### src/rtl/sat_bin_pkg.sv
// Shared types and constants for the clause bin transfer controller.
package sat_bin_pkg;

    // Controller states.
    typedef enum logic [2:0] {
        IDLE  = 3'd0,
        LOAD  = 3'd1,
        CLEAR = 3'd2,
        RD    = 3'd3,
        OUT   = 3'd4,
        DONE  = 3'd5
    } xfer_state_t;

    // Two-bit literal encoding used inside clause words.
    localparam logic [1:0] LIT_NONE = 2'b00;
    localparam logic [1:0] LIT_POS  = 2'b01;
    localparam logic [1:0] LIT_NEG  = 2'b10;

    // Bits needed to hold a slot index or a slot count of 0..n.
    function automatic int cidx_width(input int n);
        return (n < 1) ? 1 : $clog2(n + 1);
    endfunction

endpackage

### src/rtl/slot_onehot_dec.sv
// Slot index to one-hot decoder with enable; all-zero when disabled.
module slot_onehot_dec
    import sat_bin_pkg::*;
#(
    parameter int NUM_SLOTS = 8,
    parameter int IDX_W     = cidx_width(NUM_SLOTS)
) (
    input  logic                 en_i,
    input  logic [IDX_W-1:0]     idx_i,
    output logic [NUM_SLOTS-1:0] onehot_o
);

    // Out-of-range indices decode to zero, so the output is never multi-hot.
    always_comb begin
        onehot_o = '0;
        for (int s = 0; s < NUM_SLOTS; s++) begin
            if (en_i && (idx_i == IDX_W'(s))) begin
                onehot_o[s] = 1'b1;
            end
        end
    end

endmodule

### src/rtl/clause_bin_xfer.sv
// Clause array load/unload controller: streams clauses into array slots,
// zero-fills the unused slots, and streams slots back out on unload.
module clause_bin_xfer
    import sat_bin_pkg::*;
#(
    parameter int NUM_VARS    = 8,
    parameter int NUM_CLAUSES = 8,
    parameter int WIDTH_C_LEN = 4,
    parameter int WIDTH_CIDX  = 4
) (
    input  logic                               clk,
    input  logic                               rst,
    input  logic                               start_load_i,
    input  logic                               start_unload_i,
    input  logic [WIDTH_CIDX-1:0]              num_clauses_i,
    input  logic                               in_valid_i,
    output logic                               in_ready_o,
    input  logic [NUM_VARS*2-1:0]              in_clause_i,
    input  logic [WIDTH_C_LEN-1:0]             in_len_i,
    output logic [NUM_CLAUSES-1:0]             wr_o,
    output logic [NUM_CLAUSES-1:0]             rd_o,
    output logic [NUM_VARS*2-1:0]              clause_o,
    output logic [WIDTH_C_LEN-1:0]             clause_len_o,
    input  logic [NUM_VARS*2-1:0]              clause_i,
    input  logic [WIDTH_C_LEN*NUM_CLAUSES-1:0] clause_len_i,
    output logic                               out_valid_o,
    input  logic                               out_ready_i,
    output logic [NUM_VARS*2-1:0]              out_clause_o,
    output logic [WIDTH_C_LEN-1:0]             out_len_o,
    output logic                               out_last_o,
    output logic                               busy_o,
    output logic                               done_o
);

    localparam int                    CW        = NUM_VARS * 2;
    localparam logic [WIDTH_CIDX-1:0] NC        = WIDTH_CIDX'(NUM_CLAUSES);
    localparam logic [WIDTH_CIDX-1:0] LAST_SLOT = WIDTH_CIDX'(NUM_CLAUSES - 1);

    xfer_state_t             state_q, state_d;
    logic [WIDTH_CIDX-1:0]   idx_q, idx_d;
    logic [WIDTH_CIDX-1:0]   cnt_q, cnt_d;
    logic [WIDTH_CIDX-1:0]   idx_inc;
    logic [WIDTH_CIDX-1:0]   num_sat;

    logic [NUM_CLAUSES-1:0]  wr_q, wr_d;
    logic [CW-1:0]           wdata_q, wdata_d;
    logic [WIDTH_C_LEN-1:0]  wlen_q, wlen_d;

    logic [CW-1:0]           oclause_q, oclause_d;
    logic [WIDTH_C_LEN-1:0]  olen_q, olen_d;
    logic                    olast_q, olast_d;

    logic                    hs_in;
    logic                    dec_en;
    logic [NUM_CLAUSES-1:0]  dec_oh;
    logic [WIDTH_C_LEN-1:0]  rd_len;

    assign idx_inc = idx_q + 1'b1;
    assign num_sat = (num_clauses_i > NC) ? NC : num_clauses_i;

    // Only LOAD accepts beats; idx_q < cnt_q always holds there.
    assign in_ready_o = (state_q == LOAD) && (idx_q < cnt_q);
    assign hs_in      = in_valid_i & in_ready_o;

    // One decoder serves both strobes: a load beat, a clear slot, or a read.
    assign dec_en = hs_in | (state_q == CLEAR) | (state_q == RD);

    slot_onehot_dec #(
        .NUM_SLOTS (NUM_CLAUSES),
        .IDX_W     (WIDTH_CIDX)
    ) u_dec (
        .en_i     (dec_en),
        .idx_i    (idx_q),
        .onehot_o (dec_oh)
    );

    // Reads are combinational so the array's data is captured in the same
    // cycle; writes are registered so data and strobe leave together.
    assign rd_o = (state_q == RD) ? dec_oh : '0;
    assign wr_d = (state_q == RD) ? '0 : dec_oh;

    // Write data is zero for clear slots and for idle cycles.
    assign wdata_d = hs_in ? in_clause_i : '0;
    assign wlen_d  = hs_in ? in_len_i    : '0;

    // Select the length field of the slot currently being read.
    always_comb begin
        rd_len = '0;
        for (int s = 0; s < NUM_CLAUSES; s++) begin
            if (idx_q == WIDTH_CIDX'(s)) begin
                rd_len = clause_len_i[s*WIDTH_C_LEN +: WIDTH_C_LEN];
            end
        end
    end

    // Next-state, slot index and unload capture logic.
    always_comb begin
        state_d   = state_q;
        idx_d     = idx_q;
        cnt_d     = cnt_q;
        oclause_d = oclause_q;
        olen_d    = olen_q;
        olast_d   = olast_q;
        unique case (state_q)
            IDLE: begin
                // Load takes priority when both starts are seen together.
                if (start_load_i) begin
                    cnt_d   = num_sat;
                    idx_d   = '0;
                    state_d = (num_sat == '0) ? CLEAR : LOAD;
                end else if (start_unload_i) begin
                    cnt_d   = num_sat;
                    idx_d   = '0;
                    state_d = (num_sat == '0) ? DONE : RD;
                end
            end
            LOAD: begin
                if (hs_in) begin
                    idx_d = idx_inc;
                    if (idx_inc == cnt_q) begin
                        state_d = (cnt_q == NC) ? DONE : CLEAR;
                    end
                end
            end
            CLEAR: begin
                idx_d = idx_inc;
                if (idx_q == LAST_SLOT) begin
                    state_d = DONE;
                end
            end
            RD: begin
                oclause_d = clause_i;
                olen_d    = rd_len;
                olast_d   = (idx_inc == cnt_q);
                state_d   = OUT;
            end
            OUT: begin
                if (out_ready_i) begin
                    idx_d   = idx_inc;
                    state_d = olast_q ? DONE : RD;
                end
            end
            DONE: begin
                state_d = IDLE;
            end
            default: begin
                state_d = IDLE;
            end
        endcase
    end

    // State, index and output registers.
    always_ff @(posedge clk or posedge rst) begin
        if (rst) begin
            state_q   <= IDLE;
            idx_q     <= '0;
            cnt_q     <= '0;
            wr_q      <= '0;
            wdata_q   <= '0;
            wlen_q    <= '0;
            oclause_q <= '0;
            olen_q    <= '0;
            olast_q   <= 1'b0;
        end else begin
            state_q   <= state_d;
            idx_q     <= idx_d;
            cnt_q     <= cnt_d;
            wr_q      <= wr_d;
            wdata_q   <= wdata_d;
            wlen_q    <= wlen_d;
            oclause_q <= oclause_d;
            olen_q    <= olen_d;
            olast_q   <= olast_d;
        end
    end

    assign wr_o         = wr_q;
    assign clause_o     = wdata_q;
    assign clause_len_o = wlen_q;
    assign out_valid_o  = (state_q == OUT);
    assign out_clause_o = oclause_q;
    assign out_len_o    = olen_q;
    assign out_last_o   = olast_q;
    assign busy_o       = (state_q != IDLE);
    assign done_o       = (state_q == DONE);

endmodule

### config.mk
export PLATFORM = sky130hd
export DESIGN_NAME = clause_bin_xfer
export DESIGN_NICKNAME = d
export VERILOG_FILES = /design/src/rtl/sat_bin_pkg.sv /design/src/rtl/slot_onehot_dec.sv /design/src/rtl/clause_bin_xfer.sv
export SDC_FILE = /design/constraint.sdc
export NUM_CORES = 1
export LEC_CHECK = 0
export BUFFER_PORTS_ARGS = -buffer_cell sky130_fd_sc_hd__buf_2
export CAP_MARGIN = 10
export CORE_MARGIN = 5
export CORE_UTILIZATION = 45
export CTS_CLUSTER_DIAMETER = 120
export DETAILED_ROUTE_END_ITERATION = 16
export PLACE_DENSITY = 0.83
export SLEW_MARGIN = 20
export SYNTH_ARGS = -nofsm -noshare
export SYNTH_HDL_FRONTEND = slang
export SYNTH_SLANG_ARGS = --single-unit
### constraint.sdc
create_clock -name clk -period 2.39 [get_ports clk]
set_clock_uncertainty 0.15 [all_clocks]
set_input_delay 0.1195 -clock clk [delete_from_list [all_inputs] [get_ports clk]]
set_output_delay 0.1195 -clock clk [all_outputs]
set_load 0.005 [all_outputs]
# --- Word level (Yosys, flattened, before mapping) ---
# Index checks and enable logic that the tools add are counted.
word_totals:
  regBits: 60
  inputBits: 78
  wordCells: 91
  output_inout_bits: 61
op_classes:
  muxes: 39
  n_reduce_logical: 18
  n_lt_le_gt_ge: 2
  n_bitwise: 3
  n_eq_ne: 19
  addsub: 1
ops:
  columns: ["operator", "n"]
  rows:
  - ["two-way mux 4 bit", 16]
  - ["two-way mux 3 bit", 9]
  - ["== test 4 x 3 -> 1 bit (second input constant)", 4]
  - ["two-way mux 16 bit", 1]
  - ["two-way mux 8 bit", 2]
  - ["one-hot mux 4 bit (4 select lines)", 1]
  - ["one-hot mux 3 bit (5 select lines)", 1]
  - ["logical AND 1 bit", 9]
  - ["== test 4 x 2 -> 1 bit (second input constant)", 2]
  - ["logical NOT 4 bit", 2]
  - ["two-way mux 1 bit", 8]
  - ["== test 3 x 2 -> 1 bit (second input constant)", 2]
  - ["== test 3 bit (second input constant)", 2]
  - ["!= test 2 x 1 -> 1 bit (second input constant)", 3]
  - ["AND reduction 5 bit", 1]
  - ["adder 4 x 1 -> 4 bit (second input constant)", 1]
  - ["== test 4 x 1 -> 1 bit (second input constant)", 1]
  - ["== test 4 bit", 1]
  - ["== test 4 bit (second input constant)", 1]
  - ["greater-than comparator 4 bit (second input constant)", 1]
  - ["less-than comparator 4 bit", 1]
  - ["AND reduction 4 bit", 1]
  - ["nonzero test 4 bit", 1]
  - ["== test 3 x 1 -> 1 bit (second input constant)", 1]
  - ["other kinds (9)", 10]

# --- Logic depth before layout (Yosys ltp) ---
logic_depth:
  word_depth: 9
  ltp_mapped: 7
  ltp_nobuf: 7

# --- Cells and area by module ---
# A second synthesis with hierarchy kept.
hier_totals:
  cells_unflattened: 353
  area_unflattened_um2: 3136.8
modules_own_cells:
  columns: ["module", "n_inst", "area_each_um2", "cells_each", "seq_area_each_um2"]
  rows:
  - ["clause_bin_xfer", 1, 3064.2, 340, 1501.4]
  - ["slot_onehot_dec", 1, 72.6, 13, 0.0]

# --- Worst setup path after synthesis ---
# OpenSTA, ideal clock, no wires.
synth_path:
  path_type: "register to register"
  start: "register idx_q[0]"
  end: "register state_q[1]"
  path_buffers: 0
  setup_slack_ns: 0.235
  setup_time_ns: 0.092
  arrival_time_ns: 1.914
  path_stages_with_launch: 7
  period_less_slack_ns: 2.155
  required_time_ns: 2.148
  cell_sequence: "dfrtp_1 > inv_1 > ha_1 > xor2_1 > or4_4 > o311a_4 > o31ai_2"
synth_between:
  elab_chain_cells: 5
  elab_cells_between_ends: 10
  classes_between: "1 x add/sub; 1 x order compare; 5 x eq/ne; 1 x bitwise; 2 x reduce/logical"
synth_rtl:
  columns: ["item", "line", "text"]
  rows:
  - ["from (decl)", "clause_bin_xfer.sv:40", "logic [WIDTH_CIDX-1:0] idx_q, idx_d;"]
  - ["from (signal assigned)", "clause_bin_xfer.sv:166", "idx_q <= idx_d;"]
  - ["branches (longest 4 deep; another with adder 4 x 1 -> 4 bit)", null, null]
  - ["AND reduction 5 bit (no source line) (*)", null, null]
  - ["to (signal assigned)", "clause_bin_xfer.sv:165", "state_q <= state_d;"]
  - ["to (decl)", "clause_bin_xfer.sv:39", "xfer_state_t state_q, state_d;"]
# Mark *: on every way between the ends.
# A chain may end at the register's enable or synchronous reset.

# --- Worst setup path in the final report ---
layout_path:
  start: "register cnt_q[2]"
  end: "register wr_q[4] (netlist: wr_o[4])"
layout_between:
  elab_chain_cells: 8
layout_rtl:
  columns: ["item", "line", "text"]
  rows:
  - ["from (decl)", "clause_bin_xfer.sv:41", "logic [WIDTH_CIDX-1:0] cnt_q, cnt_d;"]
  - ["from (signal assigned)", "clause_bin_xfer.sv:167", "cnt_q <= cnt_d;"]
  - ["less-than comparator 4 bit", "clause_bin_xfer.sv:62", "assign in_ready_o = (state_q == LOAD) && (idx_q < cnt_q);"]
  - ["logical AND 1 bit", "clause_bin_xfer.sv:62", null]
  - ["bitwise AND 1 bit", "clause_bin_xfer.sv:63", "assign hs_in = in_valid_i & in_ready_o;"]
  - ["OR 1 bit (2 in series)", "clause_bin_xfer.sv:66", "assign dec_en = hs_in | (state_q == CLEAR) | (state_q == RD);"]
  - ["logical AND 1 bit", "slot_onehot_dec.sv:17", "if (en_i && (idx_i == IDX_W'(s))) begin"]
  - ["two-way mux 1 bit", "slot_onehot_dec.sv:17", null]
  - ["two-way mux 8 bit", "clause_bin_xfer.sv:80", "assign wr_d = (state_q == RD) ? '0 : dec_oh;"]
  - ["via wr_d[4]", "clause_bin_xfer.sv:45", "logic [NUM_CLAUSES-1:0] wr_q, wr_d;"]
  - ["to (signal assigned)", "clause_bin_xfer.sv:168", "wr_q <= wr_d;"]
  - ["to (decl)", "clause_bin_xfer.sv:45", null]
# The timed path passes the listed nets, and every way through them passes these cells.

==> key figures <==
Power
  • Lkg Pwr: 2.35 nW
  • Power per cell area: 1040 nW/µm²
  • Final Power: 4.68 mW
  • Peak VDD IR: 725 µV

Synthesis
  • Seq/Total Area, Yosys: 49.9%
  • Cell count after synthesis: 286
  • Main combinational cell family by area after synthesis: simple AND/OR/NAND/NOR gates
  • YS warnings: 0
  • Async S/R FF share, synth: 100%
  • Mux contribution to synthesized area: 6.31%
  • Post-Synth XOR/XNOR Area: 1.99%
  • Post-synth EDFFs: 0
  • Post-synthesis simple-gate area fraction: 17.5%
  • Largest area contributor in the netlist: dfrtp_1
  • Syn_nets: 374
  • Top-area cell type share of the netlist area: 49.9%
  • Syn avg cell area: 10.5 µm²
  • Adder-cell share of the synthesized area: 4.15%
  • Commonest register cell after synthesis: dfrtp_1
  • Synth area leaders: dfrtp_1 (50%), mux2_1 (6.0%), and2_1 (5.2%)
  • Yosys reg bits: 60
  • Synth Area in Compound Gates: 15.9%
  • Netlist cell types: 47
  • Synth Cell Area: 3010 µm²

Detailed routing
  • Post-route ant nets: 0
  • DR DRC count: 0
  • Drt first-iter violations: 132
  • Post-DR wirelength/cell: 15.5 µm
  • Routed Wire Length: 8670 µm
  • Vias per inst: 5.14
  • DR pass1 iterations: 4
  • Vias post-DR: 2872

Placed design
  • HPWL after detailed placement: 6020 µm
  • # placed instances: 496
  • Port bufs: 138
  • Gpl congestion: 0.864
  • Placed inst area: 3820 µm²
  • Pre-CTS WS: 0.111 ns

Finish
  • Layout cells sized above 1: 36.9%
  • Final Cell Area: 4500 µm²
  • Final non-filler cell total: 559
  • Antenna diodes: 0
  • Most frequent cells in the layout: buf_2 (138), dfrtp_1 (58), dlygate4sd3_1 (46), and2_1 (25), nand2_1 (18)
  • Fin util: 70.1%
  • NumNets Final: 565
  • Commonest non-fill, non-tap cell in the layout: buf_2
  • Syn-to-layout area delta: 49.4%
  • Fill cells: 480

Outcome
  • Status: finished, final reports clean

Critical path
  • Crit path cell chain: inv_1 -> ha_1 -> o21ai_1 -> a21oi_4 -> or4b_1 -> a21oi_1 -> buf_4 -> and3_1
  • Startpoint types: register
  • CP max FO: 8
  • CP Capture Type: register
  • CP arrival: 2.39 ns
  • Required @ worst endpoint: 2.49 ns
  • Worst path bufs/invs: 2
  • Crit path max-delay family: simple AND/OR/NAND/NOR gates
  • Slowest-stage cell, CP: or4b_1
  • Slowest stage delay, CP: 0.54 ns
  • Critical path class: register to register

Clock tree
  • Clk buf depth: 2
  • Root Driver: clkbuf_8
  • Worst-Skew Late Latency: 0.32 ns
  • Worst-path clk slew: 0.07 ns
  • CTS tree: yes
  • H-tree level count: 3
  • Clock Sinks: 60
  • Num CTS Buffers: 9

Floorplan
  • Core area: 6420 µm²
  • Initial Util: 46.9%
  • Placement row count: 29
  • Die height: 91.8 µm
  • Die area: 8430 µm²
  • Die Wd: 91.8 µm
  • IO Pins: 139

GRT
  • GRT Resource Usage Total: 20.1%
  • Vias in the first global route: 2894
  • First-pass GRT wire length: 13600 µm
  • Largest net degree at the start of global routing: 32
  • Congestion Overflow GR: 0
  • Initial antenna violation count: 0

STA
  • Worst slew pin tran: 0.622 ns
  • Hold Worst Slack: 0.0116 ns
  • Fin crit period: 2.28 ns
  • Rel. slew slack: 58.1%
  • Final setup viols: 0
  • Final worst slack: 0.105 ns
  • Tcrit/Tclk final: 95.6%
  • Total negative setup slack: 0 ns
  • RSZ-0062 raised after global routing: false
  • Fin. max-slew vios: 0
  • F_max: 438 MHz
  • Fin. Hold Viols: 0

Flow run
  • Max-cap violations: 0

Min path
  • HP Class: input port to register
==> cells in the mapped netlist, types with 5 or more instances <==
library cell / n
clkbuf_1: 12
nor2b_1: 6
ha_1: 10
and3_1: 9
inv_1: 18
o21ai_0: 9
and2_1: 25
nand2_1: 18
a21oi_1: 5
o22ai_1: 6
o31ai_1: 5
nor2_1: 17
mux2_1: 16
dfrtp_1: 60
a22oi_1: 12
==> sequential cells by signal (all words and copies together), names as in the netlist <==
register	cells
clause_len_o	4
clause_o	16
cnt_q	4
idx_q	4
out_clause_o	16
out_last_o	1
out_len_o	4
state_q	3
wr_o	8
==> metal layers <==
metal	global-route usage, %	part of all wire (%)	wire, µm
met1	23.7	40	3430
met2	36.9	53	4570
met3	2.86	5.9	516
met4	7.55	1.9	164
met5	0	0	0
==> cell type report <==
cell class,count,area (µm²),share of cell area [%]
repair buffers,195,1250,27.7
clock inverters,4,48.8,1.08
well taps,77,96.3,2.14
inverters,18,67.6,1.50
clock buffers,12,145,3.22
multi-input cells,193,1390,30.9
flip-flops and latches,60,1500,33.4
==> path summary, 6_finish.rpt <==
| path | slack [ns] | to | depth (start not counted) | startpoint |
|---|---|---|---|---|
| max | 0.11 | wr_o[4] | 8 | cnt_q[2] |
| min | 0.01 | out_len_o[2] | 4 | clause_len_i[26] |
| max reg2reg | 0.11 | wr_o[4] | 8 | cnt_q[2] |
| min reg2reg | 0.34 | out_clause_o[13] | 1 | out_clause_o[13] |
| max in group asynchronous | 1.22 | state_q[1] | 4 | rst |
| min in group asynchronous | 0.28 | clause_o[13] | 3 | rst |
==> where the power goes <==
| part | total, mW | switching [mW] | internal [mW] |
|---|---|---|---|
| combinational | 2.24 | 1.18 | 1.06 |
| clock | 0.884 | 0.375 | 0.509 |
| sequential | 1.56 | 0.211 | 1.35 |
==> cells by family after synthesis <==
kind of cell    count (synthesis)
simple gates                   96
xor+xnor                        6
buf+inv                        33
mux                            17
compound gates                 64
flops                          60
fa+ha+maj                      10
==> worst register-to-register path: cells and delay by family, from the launching register on <==
kind                       cells  cell delay (ns)
buffers and inverters          2             0.24
and+or+nand+nor                2             0.70
DFF                            1             0.38
adders and majority gates      1             0.27
AOI/OAI and AO/OA              3             0.47
==> repair_timing <==
item                       CTS  global route
buffers inserted             0             1
gates resized for setup      0             6
hold buffers                46             0
setup endpoints to repair    0             8
hold endpoints to repair    72             0
Power figures use the tool's default switching activity.
